[src/rtl/mips_pkg.sv]
// Shared fetch-stage types and constants.
package mips_pkg;

    typedef enum logic [1:0] {
        IDLE  = 2'd0,
        FETCH = 2'd1,
        HOLD  = 2'd2,
        DROP  = 2'd3
    } fetch_state_t;

    localparam logic [31:0] NOP_INSTR_DEFAULT = 32'h0000_0000;

endpackage

[src/rtl/if_id_reg.sv]
// IF/ID pipeline register: instruction, PC+4 and valid flag.
// Clear wins over load and inserts a bubble.
module if_id_reg #(
    parameter int                 DATA_W    = 32,
    parameter logic [DATA_W-1:0]  NOP_INSTR = '0
) (
    input  logic              clk,
    input  logic              rst,
    input  logic              load_i,
    input  logic              clear_i,
    input  logic [DATA_W-1:0] instr_i,
    input  logic [DATA_W-1:0] pc_plus4_i,
    output logic [DATA_W-1:0] instr_o,
    output logic [DATA_W-1:0] pc_plus4_o,
    output logic              valid_o
);

    logic [DATA_W-1:0] instr_q;
    logic [DATA_W-1:0] pc_plus4_q;
    logic              valid_q;

    always_ff @(posedge clk or posedge rst) begin
        if (rst) begin
            instr_q    <= NOP_INSTR;
            pc_plus4_q <= '0;
            valid_q    <= 1'b0;
        end else if (clear_i) begin
            instr_q    <= NOP_INSTR;
            pc_plus4_q <= '0;
            valid_q    <= 1'b0;
        end else if (load_i) begin
            instr_q    <= instr_i;
            pc_plus4_q <= pc_plus4_i;
            valid_q    <= 1'b1;
        end
    end

    assign instr_o    = instr_q;
    assign pc_plus4_o = pc_plus4_q;
    assign valid_o    = valid_q;

endmodule

[src/rtl/fetch_ctrl.sv]
// Instruction fetch controller: drives the instruction memory request,
// holds the PC on stalls, and feeds the IF/ID register with skid buffering.
module fetch_ctrl
    import mips_pkg::*;
#(
    parameter int                DATA_W    = 32,
    parameter logic [DATA_W-1:0] NOP_INSTR = DATA_W'(NOP_INSTR_DEFAULT)
) (
    input  logic              clk,
    input  logic              rst,
    input  logic [DATA_W-1:0] pc,
    input  logic              stall_d,
    input  logic              flush_d,
    input  logic              imem_ready,
    input  logic [DATA_W-1:0] imem_rdata,
    output logic              imem_req,
    output logic [DATA_W-1:0] imem_addr,
    output logic              stall_f,
    output logic [DATA_W-1:0] instr_d,
    output logic [DATA_W-1:0] pc_plus4_d,
    output logic              valid_d
);

    fetch_state_t      state_q, state_d;
    logic [DATA_W-1:0] skid_q, skid_d;
    logic [DATA_W-1:0] addr_hold_q, addr_hold_d;

    logic              ifid_load;
    logic              ifid_clear;
    logic [DATA_W-1:0] ifid_instr;
    logic [DATA_W-1:0] pc_plus4;

    // PC is held whenever a word waits in the skid buffer, so pc+4 is always correct here.
    assign pc_plus4 = pc + DATA_W'(4);

    always_comb begin
        state_d     = state_q;
        skid_d      = skid_q;
        addr_hold_d = addr_hold_q;
        stall_f     = 1'b1;
        ifid_load   = 1'b0;
        ifid_clear  = 1'b0;
        ifid_instr  = imem_rdata;

        case (state_q)
            IDLE: begin
                ifid_clear = 1'b1;
                state_d    = FETCH;
            end
            FETCH: begin
                if (flush_d) begin
                    stall_f    = 1'b0;
                    ifid_clear = 1'b1;
                    // A request still in flight must be drained before the redirect target is fetched.
                    if (!imem_ready) begin
                        addr_hold_d = pc;
                        state_d     = DROP;
                    end
                end else if (imem_ready) begin
                    if (stall_d) begin
                        skid_d  = imem_rdata;
                        state_d = HOLD;
                    end else begin
                        stall_f   = 1'b0;
                        ifid_load = 1'b1;
                    end
                end else if (!stall_d) begin
                    ifid_clear = 1'b1;
                end
            end
            HOLD: begin
                if (flush_d) begin
                    stall_f    = 1'b0;
                    ifid_clear = 1'b1;
                    state_d    = FETCH;
                end else if (!stall_d) begin
                    stall_f    = 1'b0;
                    ifid_load  = 1'b1;
                    ifid_instr = skid_q;
                    state_d    = FETCH;
                end
            end
            DROP: begin
                ifid_clear = 1'b1;
                if (imem_ready) begin
                    state_d = FETCH;
                end
            end
            default: begin
                ifid_clear = 1'b1;
                state_d    = IDLE;
            end
        endcase
    end

    always_ff @(posedge clk or posedge rst) begin
        if (rst) begin
            state_q     <= IDLE;
            skid_q      <= '0;
            addr_hold_q <= '0;
        end else begin
            state_q     <= state_d;
            skid_q      <= skid_d;
            addr_hold_q <= addr_hold_d;
        end
    end

    assign imem_req  = (state_q == FETCH) || (state_q == DROP);
    assign imem_addr = (state_q == DROP) ? addr_hold_q : pc;

    if_id_reg #(
        .DATA_W    (DATA_W),
        .NOP_INSTR (NOP_INSTR)
    ) u_if_id (
        .clk        (clk),
        .rst        (rst),
        .load_i     (ifid_load),
        .clear_i    (ifid_clear),
        .instr_i    (ifid_instr),
        .pc_plus4_i (pc_plus4),
        .instr_o    (instr_d),
        .pc_plus4_o (pc_plus4_d),
        .valid_o    (valid_d)
    );

endmodule

[config.mk]
export PLATFORM = sky130hd
export DESIGN_NAME = fetch_ctrl
export DESIGN_NICKNAME = d
export VERILOG_FILES = /design/src/rtl/mips_pkg.sv /design/src/rtl/if_id_reg.sv /design/src/rtl/fetch_ctrl.sv
export SDC_FILE = /design/constraint.sdc
export NUM_CORES = 1
export LEC_CHECK = 0
export CAP_MARGIN = 30
export CORE_UTILIZATION = 40
export CTS_BUF_LIST = sky130_fd_sc_hd__clkbuf_2 sky130_fd_sc_hd__clkbuf_4 sky130_fd_sc_hd__clkbuf_8
export DETAILED_ROUTE_END_ITERATION = 6
export PLACE_DENSITY = 0.78
export SLEW_MARGIN = 20
export SYNTH_ARGS = -nofsm -noshare
export SYNTH_HDL_FRONTEND = slang
export SYNTH_SLANG_ARGS = --single-unit
export TNS_END_PERCENT = 10
[constraint.sdc]
create_clock -name clk -period 8.63 [get_ports clk]
set_input_delay 0.863 -clock clk [delete_from_list [all_inputs] [get_ports clk]]
set_output_delay 0.863 -clock clk [all_outputs]
set_load 0.005 [all_outputs]
**After elaboration in Yosys (flattened, before gate mapping)**

Index checks and enable logic that the tools add are counted.
Widths: inputs -> output; s select.

- Flip-flop bits (word level): 131
- Memory bits (writable): 0
- Memories kept: 0
- ROM bits: 0
- Latch bits: 0

- Shift operators: 0
- Div/mod/pow operators: 0
- Multiplexer cells: 32
- Bitwise logic cells: 2
- Multiply operators: 0
- $lt $le $gt $ge: 0
- Add/subtract/negate cells: 1
- Reductions and logical operators: 7
- Eq/ne operators: 8

Operator list:

| operator | number |
|---|---|
| $mux 32 | 8 |
| $add 32x3->32 const B | 1 |
| $mux 2 | 7 |
| $mux 1 | 13 |
| $ne 3x3->1 const B | 4 |
| $pmux 2 s4 | 1 |
| $reduce_and 3->1 | 2 |
| $reduce_and 5->1 | 1 |
| $eq 2x2->1 const B | 2 |
| $pmux 1 s2 | 2 |
| $pmux 1 s3 | 1 |
| $eq 2x1->1 const B | 1 |
| $logic_not 2->1 | 1 |
| $ne 2x2->1 const B | 1 |
| $not 1->1 | 2 |
| $reduce_bool 2->1 | 1 |
| $reduce_or 2->1 | 1 |
| $logic_or 1x1->1 | 1 |

**Logic depth before layout (Yosys ltp)**

Gate-level depths: netlist of the first run.

- Depth after elaboration: 6
- Mapped depth: 8
- Gate-level depth less buffers: 7

**Cells and area by module**

Synthesis of the first run repeated with hierarchy kept, for this count alone.

- Cells, all modules: 537
- Area total of the unflattened synthesis: 6656.4 µm²

Modules (own cells, without submodules):

| module | area each (µm²) | seq. area each (µm²) | times used | cells an instance |
|---|---|---|---|---|
| fetch_ctrl | 4016.4 | 1651.6 | 1 | 327 |
| if_id_reg | 2640.0 | 1626.6 | 1 | 210 |

**Least setup slack after synthesis of the first run**

OpenSTA, ideal clock, no wires.

- Kind: input to output
- Start: in stall_d
- End: out stall_f
- Data required time: 7.767 ns
- Stages: 4
- Data arrival time: 1.467 ns
- Path buffers: 1
- Slack: 6.300 ns
- Cells stage by stage: clkbuf_1 o21ai_0 a21oi_1 or2_2

- Cells in the longest elaborated chain, start to end: 4
- Elaborated cells between the ends (all ways): 5
- Those cells by class: 5 x mux

Ends and longest elaborated chain:

| item | RTL line | text |
|---|---|---|
| start, declared | fetch_ctrl.sv:12 | `input logic stall_d,` |
| $mux 1 (*) | fetch_ctrl.sv:60, fetch_ctrl.sv:76 |  |
| $mux 1 | fetch_ctrl.sv:59 | `end else if (imem_ready) begin` |
| $mux 1 | fetch_ctrl.sv:51 | `if (flush_d) begin` |
| $pmux 1 s2 (*) | fetch_ctrl.sv:45 | `case (state_q)` |
| end, declared | fetch_ctrl.sv:18 | `output logic stall_f,` |

Mark *: on every way between the ends. The rest lies on a longest branch, timed or not.

**Worst setup path in the final report of the first run**

Ends and elaborated chain as after synthesis.

==> implementation parameters, run 1 <==
Parameter                              Value

Run status
  Status    complete, no violations

Pwr
  Leakage power total    3.49 nW
  Highest ir drop seen on vdd    0.144 mV
  Areal power density over the cells    288 nW/um2

Finish
  Antenna cells    0
  Layout-stage area growth over the synthesis result    37.5%
  Final core occ    56.4%
  Final layout net count    771
  Fraction of final layout cells with drive strength greater than 1    21.3%
  Design Area, Final    8580 um2
  Most common cell after layout, fill and taps aside    sky130_fd_sc_hd__clkdlybuf4s50_1
  Most frequent cells in the layout    167 x sky130_fd_sc_hd__clkdlybuf4s50_1, 131 x sky130_fd_sc_hd__dfrtp_1, 96 x sky130_fd_sc_hd__mux2_2

CTS
  Number of buffers between clock root and the deepest sink    2
  CTS H-tree lvls    4
  Number of clock sinks seen by CTS    131
  TritonCTS clock tree    done
  Buffers inserted by post-CTS timing repair    0
  CTS Buf Count    17
  Clock insertion delay at the later pin of the skew report    440 ps
  Number of hold buffers added after cts    0
  Number of resized instances in the post-cts repair step    0
  Cell at the root of the clock tree    sky130_fd_sc_hd__clkbuf_8
  Clock slew at the register clock pins of the worst setup and hold paths    70 ps

Critical path
  Launching element type of the critical path    input pin
  Type of destination of the critical path    output pin
  Crit path kind    input pin to output pin
  Delay of the slowest cell on the worst path    680 ps
  Slowest cell on the critical path    sky130_fd_sc_hd__clkdlybuf4s50_1
  Delay-heaviest family, CP    buffers and inverters
  CP arrival    2550 ps
  Series of cell instances along the critical path    clkdlybuf4s50_1, o21ai_0, a21oi_1, or2_2, clkdlybuf4s50_1
  Required arrival time at the worst endpoint    7770 ps
  Crit path buf inv count    2
  Largest fanout on the critical path    10
  Most frequent CP cell    sky130_fd_sc_hd__clkdlybuf4s50_1

Global route
  Number of global-route vias before repair    5006
  Total global routing overflow    0
  Initial antenna violation count    0
  Global-route wire length before repair    25100 um
  Maximum number of pins on one net before global-route repair    71
  Gr usage total    20.2%

Detailed routing
  Detail Route Antenna Nets    0
  Vias per Instance    5.27
  DRC marker count from the first detailed-route iteration    156
  Number of DRC violations after detailed routing    0
  Total number of vias    4729
  WL final    15400 um
  Iteration count of the initial detailed-routing pass    5
  Wirelength per Cell    17.1 um

STA
  Worst hold margin    484 ps
  Worst clock skew on the final layout    9.78 ps
  Fmax    293 MHz
  Post-route minimum period    3420 ps
  Total count of hold-check failures in the final report    0
  Slew @ Worst Pin    725 ps
  Slew margin rel.    51.7%
  Worst Setup Slack, final    5210 ps
  Unrepaired setup endpoints after global routing    no
  Final Cycle Share    39.6%
  Accumulated negative setup slack    0 ps
  Final setup violation count    0
  Max-slew violation count    0

Synth
  Net count after synthesis    608
  Post-synthesis instance area    6240 um2
  Post-Syn Instances    535
  Warnings, synthesis    0
  #FFs+latches synth    131
  Post-Syn Area per Cell    11.7 um2
  Proportion of synthesized chip area in sequential cells    52.5%
  Number of distinct library cell variants in the gate-level netlist after synthesis    42

Floorplan
  IO Count    168
  Width of the die    127 um
  Standard-cell rows    45
  Die span in y    127 um
  Starting utilization of the core area    41.0%
  DIE AREA    16100 um2
  Core region area    15200 um2

Placement
  GPL Wtd Cong    0.797
  Setup WS pre-CTS    5260 ps
  Number of port buffers    167
  Detail Placement HPWL    10500 um
  Placement-stage cell area    8100 um2

Hold path
  Class of the tightest hold or removal check    register to register

Flow run
  MaxCap Viol Count    0
synthesized netlist by cell type:
| cell type | count | area [um2] |
|---|---|---|
| sky130_fd_sc_hd__nor2_1 | 9 | 33.8 |
| sky130_fd_sc_hd__or4_1 | 1 | 7.51 |
| sky130_fd_sc_hd__nand4_1 | 7 | 43.8 |
| sky130_fd_sc_hd__nor4_1 | 2 | 12.5 |
| sky130_fd_sc_hd__clkbuf_2 | 1 | 5.00 |
| sky130_fd_sc_hd__xor2_1 | 17 | 149 |
| sky130_fd_sc_hd__buf_2 | 8 | 40.0 |
| sky130_fd_sc_hd__or2_2 | 2 | 12.5 |
| sky130_fd_sc_hd__a21oi_1 | 4 | 20.0 |
| sky130_fd_sc_hd__and2_1 | 1 | 6.26 |
| sky130_fd_sc_hd__o32ai_2 | 1 | 16.3 |
| sky130_fd_sc_hd__clkbuf_1 | 21 | 78.8 |
| sky130_fd_sc_hd__xnor2_1 | 11 | 96.3 |
| sky130_fd_sc_hd__buf_6 | 1 | 11.3 |
| sky130_fd_sc_hd__o22a_1 | 1 | 8.76 |
| sky130_fd_sc_hd__nand3_1 | 15 | 75.1 |
| sky130_fd_sc_hd__ha_1 | 4 | 50.1 |
| sky130_fd_sc_hd__mux2i_1 | 33 | 330 |
| sky130_fd_sc_hd__nor2b_1 | 2 | 12.5 |
| sky130_fd_sc_hd__nor4_2 | 1 | 12.5 |
| sky130_fd_sc_hd__or2_1 | 1 | 6.26 |
| sky130_fd_sc_hd__a211o_1 | 1 | 8.76 |
| sky130_fd_sc_hd__o21ai_1 | 3 | 15.0 |
| sky130_fd_sc_hd__inv_1 | 5 | 18.8 |
| sky130_fd_sc_hd__o21ai_2 | 1 | 8.76 |
| sky130_fd_sc_hd__or3_1 | 1 | 6.26 |
| sky130_fd_sc_hd__and4_1 | 3 | 26.3 |
| sky130_fd_sc_hd__nand3b_1 | 1 | 7.51 |
| sky130_fd_sc_hd__o21ai_0 | 61 | 305 |
| sky130_fd_sc_hd__and3_1 | 4 | 25.0 |
| sky130_fd_sc_hd__nor3_1 | 3 | 15.0 |
| sky130_fd_sc_hd__nand3_2 | 1 | 10.0 |
| sky130_fd_sc_hd__mux2_2 | 96 | 1080 |
| sky130_fd_sc_hd__a22o_1 | 3 | 26.3 |
| sky130_fd_sc_hd__dfrtp_1 | 131 | 3280 |
| sky130_fd_sc_hd__nor4_4 | 3 | 63.8 |
| sky130_fd_sc_hd__buf_1 | 1 | 3.75 |
| sky130_fd_sc_hd__o221ai_1 | 1 | 8.76 |
| sky130_fd_sc_hd__nand4_4 | 1 | 21.3 |
| sky130_fd_sc_hd__nand2b_1 | 2 | 12.5 |
| sky130_fd_sc_hd__nand2_1 | 69 | 259 |
| sky130_fd_sc_hd__nor3_2 | 1 | 10.0 |
per-layer routing:
layer | track usage, % | share of wire, % | vias to the layer above
met5 | 0 | 0 | -
met4 | 8.40 | 2.3 | 0
met1 | 23.6 | 42 | 2341
met2 | 34.0 | 48 | 152
li1 | - | - | 2210
met3 | 6.79 | 7.2 | 26
flip-flops by register name, indices dropped and copies added (netlist names):
name                flops
u_if_id.pc_plus4_o     32
skid_q                 32
u_if_id.valid_o         1
u_if_id.instr_o        32
state_q                 2
addr_hold_q            32
report_power, final:
group	leakage (nW)	total, mW	switching (mW)	internal, mW
clock network	0.214	0.531	0.239	0.292
logic	1.59	1.01	0.436	0.571
registers	1.69	0.928	0.107	0.822
cell type report:
type / count / area [um2]
clock buffers: 22 / 303
clock inverters: 9 / 103
fillers: 1293 / 6630
inverters: 5 / 23.8
multi-input cells: 367 / 2820
flip-flops and latches: 131 / 3280
well taps: 188 / 235
repair buffers: 176 / 1810
worst reg2reg max path, stage by stage (launching register included):
cell and delay, ps:
sky130_fd_sc_hd__dfrtp_1 420, sky130_fd_sc_hd__inv_1 70, sky130_fd_sc_hd__ha_1 480, sky130_fd_sc_hd__and3_1 250
sky130_fd_sc_hd__a21oi_1 70, sky130_fd_sc_hd__o32ai_4 440, sky130_fd_sc_hd__buf_8 250, sky130_fd_sc_hd__buf_4 380
sky130_fd_sc_hd__nand2_1 140, sky130_fd_sc_hd__o21ai_0 100
cell families after synthesis:
kind of cell / share of synthesized area (%)
AND/OR/NAND/NOR: 10.9
XOR/XNOR: 3.93
multiplexers: 22.6
flip-flops: 52.5
adder cells (fa/ha/maj): 0.802
AO/OA/AOI/OAI: 6.70
buffers and inverters: 2.53
stage by stage:
| stage | total power [mW] | instances |
|---|---|---|
| 3_5_place_dp | 1.94 | 864 |
| 4_1_cts | 2.48 | 895 |
| 6_report | 2.47 | 898 |
| 5_1_grt | 2.61 | 898 |
| 3_3_place_gp | 1.88 | 862 |
| 2_1_floorplan | 1.45 | 535 |
final timing paths:
path	to	slack (ps)	cells after the start	start
max in group asynchronous	addr_hold_q[6]	6800	4	rst
max reg2reg	u_if_id.pc_plus4_o[26]	5940	9	state_q[1]
min reg2reg	u_if_id.instr_o[4]	480	2	u_if_id.instr_o[4]
min in group asynchronous	u_if_id.instr_o[14]	860	2	rst
max	stall_f	5210	5	stall_d
min	u_if_id.instr_o[4]	480	2	u_if_id.instr_o[4]
(Power assumes the default switching activity.)
==> run 2: changes to the inputs <==
--- a/config.mk
+++ b/config.mk
@@ -9,7 +9,7 @@
 export CORE_UTILIZATION = 40
 export CTS_BUF_LIST = sky130_fd_sc_hd__clkbuf_2 sky130_fd_sc_hd__clkbuf_4 sky130_fd_sc_hd__clkbuf_8
 export DETAILED_ROUTE_END_ITERATION = 6
-export PLACE_DENSITY = 0.78
+export PLACE_DENSITY = 0.81
 export SLEW_MARGIN = 20
 export SYNTH_ARGS = -nofsm -noshare
 export SYNTH_HDL_FRONTEND = slang
==> constraint.sdc (replaced) <==
create_clock -name clk -period 2.9 [get_ports clk]
set_input_delay 0.29 -clock clk [delete_from_list [all_inputs] [get_ports clk]]
set_output_delay 0.29 -clock clk [all_outputs]
set_load 0.005 [all_outputs]
==> implementation parameters, run 2 (synthesis gave the netlist of run 1 again) <==
Parameter                              Value

Run status
  Status    complete, no violations

CTS
  CTS Buf Count    17 (unchanged)
  Number of hold buffers added after cts    0 (unchanged)
  Number of clock sinks seen by CTS    131 (unchanged)
  Number of buffers between clock root and the deepest sink    2 (unchanged)
  CTS H-tree lvls    4 (unchanged)
  Cell at the root of the clock tree    sky130_fd_sc_hd__clkbuf_8
  Number of resized instances in the post-cts repair step    0 (unchanged)
  Clock slew at the register clock pins of the worst setup and hold paths    80 ps (about the same)
  TritonCTS clock tree    done
  Buffers inserted by post-CTS timing repair    0 (unchanged)
  Clock insertion delay at the later pin of the skew report    450 ps (about the same)

Floorplan
  Starting utilization of the core area    41.0% (unchanged)
  Core region area    15200 um2 (unchanged)
  Die span in y    127 um (unchanged)
  IO Count    168 (unchanged)
  Width of the die    127 um (unchanged)
  DIE AREA    16100 um2 (unchanged)
  Standard-cell rows    45 (unchanged)

Placement
  Detail Placement HPWL    10700 um (+1.9%)
  GPL Wtd Cong    0.841 (+5.6%)
  Post-Place Cells    867 (+0.35%)
  Number of port buffers    167 (unchanged)
  Placement-stage cell area    8150 um2 (+0.63%)
  Setup WS pre-CTS    496 ps (-4760 ps)

Critical path
  Delay of the slowest cell on the worst path    520 ps (-160 ps)
  Type of destination of the critical path    output pin
  Required arrival time at the worst endpoint    2610 ps (-5160 ps)
  CP arrival    2310 ps (-240 ps)
  Crit path kind    register to output pin
  Launching element type of the critical path    register
  Largest fanout on the critical path    13 (+3)
  Slowest cell on the critical path    sky130_fd_sc_hd__clkdlybuf4s50_1
  Series of cell instances along the critical path    inv_1, ha_1, o21ai_0, a21oi_1, or2_2, clkdlybuf4s50_1

Detailed routing
  Wirelength per Cell    17.2 um (+0.39%)
  WL final    15400 um (+0.50%)
  DRC marker count from the first detailed-route iteration    176 (+13%)
  Vias per Instance    5.26 (about the same)
  Detail Route Antenna Nets    0 (unchanged)
  Number of DRC violations after detailed routing    0 (unchanged)
  Total number of vias    4732 (+0.063%)
  Iteration count of the initial detailed-routing pass    4 (-1)

Global route
  Gr usage total    20.3% (+0.099 points)
  Initial antenna violation count    0 (unchanged)
  Global-route wire length before repair    25000 um (-0.33%)
  Maximum number of pins on one net before global-route repair    60 (-15%)
  Number of global-route vias before repair    4870 (-2.7%)
  Total global routing overflow    0 (unchanged)

Flow run
  MaxCap Viol Count    0 (unchanged)

Finish
  Antenna cells    0 (unchanged)
  Most frequent cells in the layout    167 x sky130_fd_sc_hd__clkdlybuf4s50_1, 131 x sky130_fd_sc_hd__dfrtp_1, 96 x sky130_fd_sc_hd__mux2_2
  Filler cell count in the final layout    1272 (-1.6%)
  Fraction of final layout cells with drive strength greater than 1    21.4% (+0.11 points)
  Post-layout instance count excluding filler cells    899 (+0.11%)
  Layout-stage area growth over the synthesis result    37.2%
  Design Area, Final    8560 um2 (-0.20%)
  Final core occ    56.3% (-0.12 points)
  Most common cell after layout, fill and taps aside    sky130_fd_sc_hd__clkdlybuf4s50_1
  Final layout net count    771 (unchanged)

STA
  Final Cycle Share    89.7%
  Fmax    384 MHz
  Worst Setup Slack, final    298 ps (-4910 ps)
  Total count of hold-check failures in the final report    0 (unchanged)
  Final setup violation count    0 (unchanged)
  Post-route minimum period    2600 ps
  Slew @ Worst Pin    798 ps (+73.2 ps)
  Accumulated negative setup slack    0 ps (unchanged)
  Worst hold margin    213 ps (-271 ps)
  Worst clock skew on the final layout    11.9 ps (+2.09 ps)
  Unrepaired setup endpoints after global routing    no
  Slew margin rel.    46.8% (-4.9 points)
  Max-slew violation count    0 (unchanged)

Pwr
  Leakage power total    3.46 nW (-0.86%)
  Total power of the final layout    7.35 mW (+200%)
  Highest ir drop seen on vdd    0.406 mV (+180%)
  Areal power density over the cells    858 nW/um2 (+200%)

Hold path
  Class of the tightest hold or removal check    input pin to async pin
## run 2: cell types whose count changed in the layout (fill, tap and decap cells not counted), moves of 2 or more
cell / before / now
sky130_fd_sc_hd__buf_12: 2 / 4
sky130_fd_sc_hd__clkbuf_4: 0 / 3
sky130_fd_sc_hd__clkinv_2: 5 / 2
sky130_fd_sc_hd__clkinvlp_4: 0 / 5
sky130_fd_sc_hd__buf_16: 2 / 0
sky130_fd_sc_hd__clkinv_4: 2 / 0
## run 2: critical path: cells and delay by family, from the launching register on
| kind | cells | cell delay, ps |
|---|---|---|
| buffers and inverters | 2 | 590 |
| adders and majority gates | 1 | 450 |
| DFF | 1 | 420 |
| AOI/OAI and AO/OA | 2 | 290 |
| and+or+nand+nor | 1 | 130 |
## run 2: layer usage
layer,GRT usage (%),vias to the layer above,share of wire (%)
li1,-,2200,-
met3,5.78,23,6.5
met5,0,-,0
met2,33.1,180,48
met4,9.31,0,2.3
met1,25.0,2329,43
## run 2: path summary, 6_finish.rpt
path,end,cells after the start,start,slack (ps)
setup / recovery,stall_f,6,state_q[1],300
hold / removal,u_if_id.pc_plus4_o[5],2,rst,210
setup reg to reg,u_if_id.instr_o[3],6,state_q[1],500
hold reg to reg,u_if_id.instr_o[27],2,u_if_id.instr_o[27],480
max in group asynchronous,u_if_id.instr_o[0],3,rst,2020
min in group clk,skid_q[28],2,imem_rdata[28],480
## run 2: area by class of cell
cell class / instances / area (um2) / share of cell area, %
flip-flops and latches: 131 / 3280 / 38.3
multi-input cells: 367 / 2820 / 33.0
repair buffers: 176 / 1790 / 20.9
clock buffers: 24 / 312 / 3.64
well taps: 188 / 235 / 2.75
clock inverters: 8 / 100 / 1.17
inverters: 5 / 22.5 / 0.263
## run 2: report_power, final
part / total (mW) / leakage, nW / internal [mW] / switching (mW)
combinational: 2.98 / 1.57 / 1.70 / 1.28
sequential: 2.77 / 1.69 / 2.45 / 0.325
clock: 1.59 / 0.201 / 0.881 / 0.710
total: 7.35 / 3.46 / 5.03 / 2.32
==> run 3: changes to the inputs <==
--- a/config.mk
+++ b/config.mk
@@ -6,10 +6,11 @@
 export NUM_CORES = 1
 export LEC_CHECK = 0
 export CAP_MARGIN = 30
-export CORE_UTILIZATION = 40
+export CORE_UTILIZATION = 54
 export CTS_BUF_LIST = sky130_fd_sc_hd__clkbuf_2 sky130_fd_sc_hd__clkbuf_4 sky130_fd_sc_hd__clkbuf_8
 export DETAILED_ROUTE_END_ITERATION = 6
-export PLACE_DENSITY = 0.81
+export GPL_ROUTABILITY_DRIVEN = 0
+export PLACE_DENSITY = 0.95
 export SLEW_MARGIN = 20
 export SYNTH_ARGS = -nofsm -noshare
 export SYNTH_HDL_FRONTEND = slang
==> constraint.sdc (replaced) <==
create_clock -name clk -period 3.1 [get_ports clk]
set_input_delay 0.31 -clock clk [delete_from_list [all_inputs] [get_ports clk]]
set_output_delay 0.31 -clock clk [all_outputs]
set_load 0.005 [all_outputs]
==> implementation parameters, run 3 (synthesis gave the netlist of run 1 again) <==
Parameter                              Value

STA
  Final setup violation count    0 (unchanged)
  Unrepaired setup endpoints after global routing    no
  Max-slew violation count    0 (unchanged)
  Worst hold margin    151 ps (-61.9 ps)
  Worst Setup Slack, final    486 ps (+188 ps)
  Post-route minimum period    2610 ps
  Accumulated negative setup slack    0 ps (unchanged)
  Slew margin rel.    58.3% (+11 points)
  Slew @ Worst Pin    620 ps (-178 ps)
  Worst clock skew on the final layout    11.4 ps (-0.507 ps)
  Total count of hold-check failures in the final report    0 (unchanged)
  Final Cycle Share    84.3%
  Fmax    383 MHz

CTS
  Number of resized instances in the post-cts repair step    0 (unchanged)
  Clock insertion delay at the later pin of the skew report    430 ps (-20 ps)
  CTS H-tree lvls    4 (unchanged)
  Number of hold buffers added after cts    0 (unchanged)
  CTS Buf Count    17 (unchanged)
  Buffers inserted by post-CTS timing repair    0 (unchanged)
  Number of clock sinks seen by CTS    131 (unchanged)
  Clock slew at the register clock pins of the worst setup and hold paths    80 ps (about the same)
  Cell at the root of the clock tree    sky130_fd_sc_hd__clkbuf_8
  Number of buffers between clock root and the deepest sink    2 (unchanged)
  TritonCTS clock tree    done

Critical path
  Required arrival time at the worst endpoint    2790 ps (+180 ps)
  Crit path kind    register to output pin
  Type of destination of the critical path    output pin
  Launching element type of the critical path    register
  CP arrival    2300 ps (about the same)
  Largest fanout on the critical path    34 (+21)

Detailed routing
  WL final    15600 um (+0.96%)
  DRC marker count from the first detailed-route iteration    329 (+87%)
  Number of DRC violations after detailed routing    0 (unchanged)
  Iteration count of the initial detailed-routing pass    4 (unchanged)
  Detail Route Antenna Nets    0 (unchanged)
  Total number of vias    4846 (+2.4%)
  Wirelength per Cell    18.2 um (+6.0%)
  Vias per Instance    5.66 (+7.6%)

Global route
  Gr usage total    27.5% (+7.2 points)
  Global-route wire length before repair    24900 um (-0.55%)
  Initial antenna violation count    0 (unchanged)
  Total global routing overflow    0 (unchanged)
  Number of global-route vias before repair    5128 (+5.3%)
  Maximum number of pins on one net before global-route repair    41 (-32%)

Floorplan
  Die span in y    109 um (-14%)
  IO Count    168 (unchanged)
  Core region area    11000 um2 (-27%)
  Standard-cell rows    38 (-16%)
  Starting utilization of the core area    56.6% (+16 points)
  DIE AREA    12000 um2 (-26%)
  Width of the die    109 um (-14%)

Placement
  Detail Placement HPWL    10800 um (+1.4%)
  Setup WS pre-CTS    608 ps (+112 ps)
  Post-Place Cells    822 (-5.2%)
  Placement-stage cell area    8090 um2 (-0.68%)
  Number of port buffers    167 (unchanged)

Pwr
  Highest ir drop seen on vdd    0.464 mV (+14%)
  Total power of the final layout    6.85 mW (-6.7%)
  Relative contribution of combinational cells to total power    41.0% (+0.4 points)
  Leakage power total    3.48 nW (+0.61%)
  Switching share of total power    32.0% (+0.42 points)
  Cell internal power dissipation    4.66 mW (-7.3%)
  Share of total power in sequential cells    38.0% (+0.3 points)
  Fraction of power consumed by the clock network    21.0% (-0.7 points)
  Net switching power figure    2.19 mW (-5.4%)
  Areal power density over the cells    804 nW/um2 (-6.3%)

Finish
  Final core occ    77.3% (+21 points)
  Antenna cells    0 (unchanged)
  Area taken by multi-input logic gates    2820 um2 (-0.18%)
  Filler cell count in the final layout    682 (-46%)
  Post-layout instance count excluding filler cells    856 (-4.8%)
  Most frequent cells in the layout    167 x sky130_fd_sc_hd__clkdlybuf4s50_1, 131 x sky130_fd_sc_hd__dfrtp_1, 96 x sky130_fd_sc_hd__mux2_2
  Layout-stage area growth over the synthesis result    36.6%
  Final layout net count    776 (+0.65%)
  FF+latch area    3280 um2 (unchanged)
  Most common cell after layout, fill and taps aside    sky130_fd_sc_hd__clkdlybuf4s50_1
  Fraction of final layout cells with drive strength greater than 1    21.8% (+0.41 points)
  Design Area, Final    8520 um2 (-0.41%)

Run status
  Status    complete, no violations

Hold path
  Class of the tightest hold or removal check    input pin to async pin

Flow run
  MaxCap Viol Count    0 (unchanged)
run 3: changes by cell type in the layout (fill, tap and decap cells not counted):
cell / delta
sky130_fd_sc_hd__nand3_1: +1
sky130_fd_sc_hd__inv_6: +1
sky130_fd_sc_hd__nand3_2: -1
sky130_fd_sc_hd__clkbuf_8: -2
sky130_fd_sc_hd__buf_4: +4
sky130_fd_sc_hd__clkinv_4: +2
sky130_fd_sc_hd__clkbuf_4: -2
sky130_fd_sc_hd__clkinv_2: +1
sky130_fd_sc_hd__buf_6: +1
run 3: layout make-up:
type | instances | share of cell area, %
clock buffer | 20 | 3.16
clock inverter | 12 | 1.54
inverter | 5 | 0.264
multi-input combinational | 367 | 33.1
sequential | 131 | 38.5
tap | 140 | 2.05
timing repair buffer | 181 | 21.5
run 3: worst paths after layout:
| check | start | to | slack, ps | depth (start not counted) |
|---|---|---|---|---|
| hold / removal | rst | skid_q[26] | 150 | 2 |
| min in group clk | u_if_id.instr_o[1] | u_if_id.instr_o[1] | 490 | 2 |
| hold reg to reg | u_if_id.instr_o[1] | u_if_id.instr_o[1] | 490 | 2 |
| max in group asynchronous | rst | addr_hold_q[6] | 2130 | 4 |
| setup reg to reg | state_q[1] | u_if_id.instr_o[5] | 790 | 6 |
| setup / recovery | state_q[1] | imem_addr[4] | 490 | 4 |
run 3: power by group through the flow:
| stage | Sequential [mW] | Clock, mW | Combinational, mW |
|---|---|---|---|
| 2_1_floorplan | 2.54 | 0 | 1.50 |
| 6_report | 2.60 | 1.44 | 2.81 |
| 3_5_place_dp | 2.62 | 0 | 2.76 |
| 3_3_place_gp | 2.56 | 0 | 2.67 |
| 5_1_grt | 2.66 | 1.53 | 3.03 |
| 4_1_cts | 2.60 | 1.46 | 2.79 |
run 3: routing by layer:
metal  share of wire, %  track usage [%]  vias up
met5                  0                0        -
met4                2.4             12.0        0
met3                7.6             9.48       32
met2                 50             46.6      183
met1                 40             31.5     2411
li1                   -                -     2220
run 3: worst max-delay path, stage by stage (launching register included):
cell,delay [ps]
sky130_fd_sc_hd__dfrtp_1,420
sky130_fd_sc_hd__ha_1,170
sky130_fd_sc_hd__buf_4,400
sky130_fd_sc_hd__mux2_2,420
sky130_fd_sc_hd__clkdlybuf4s50_1,450
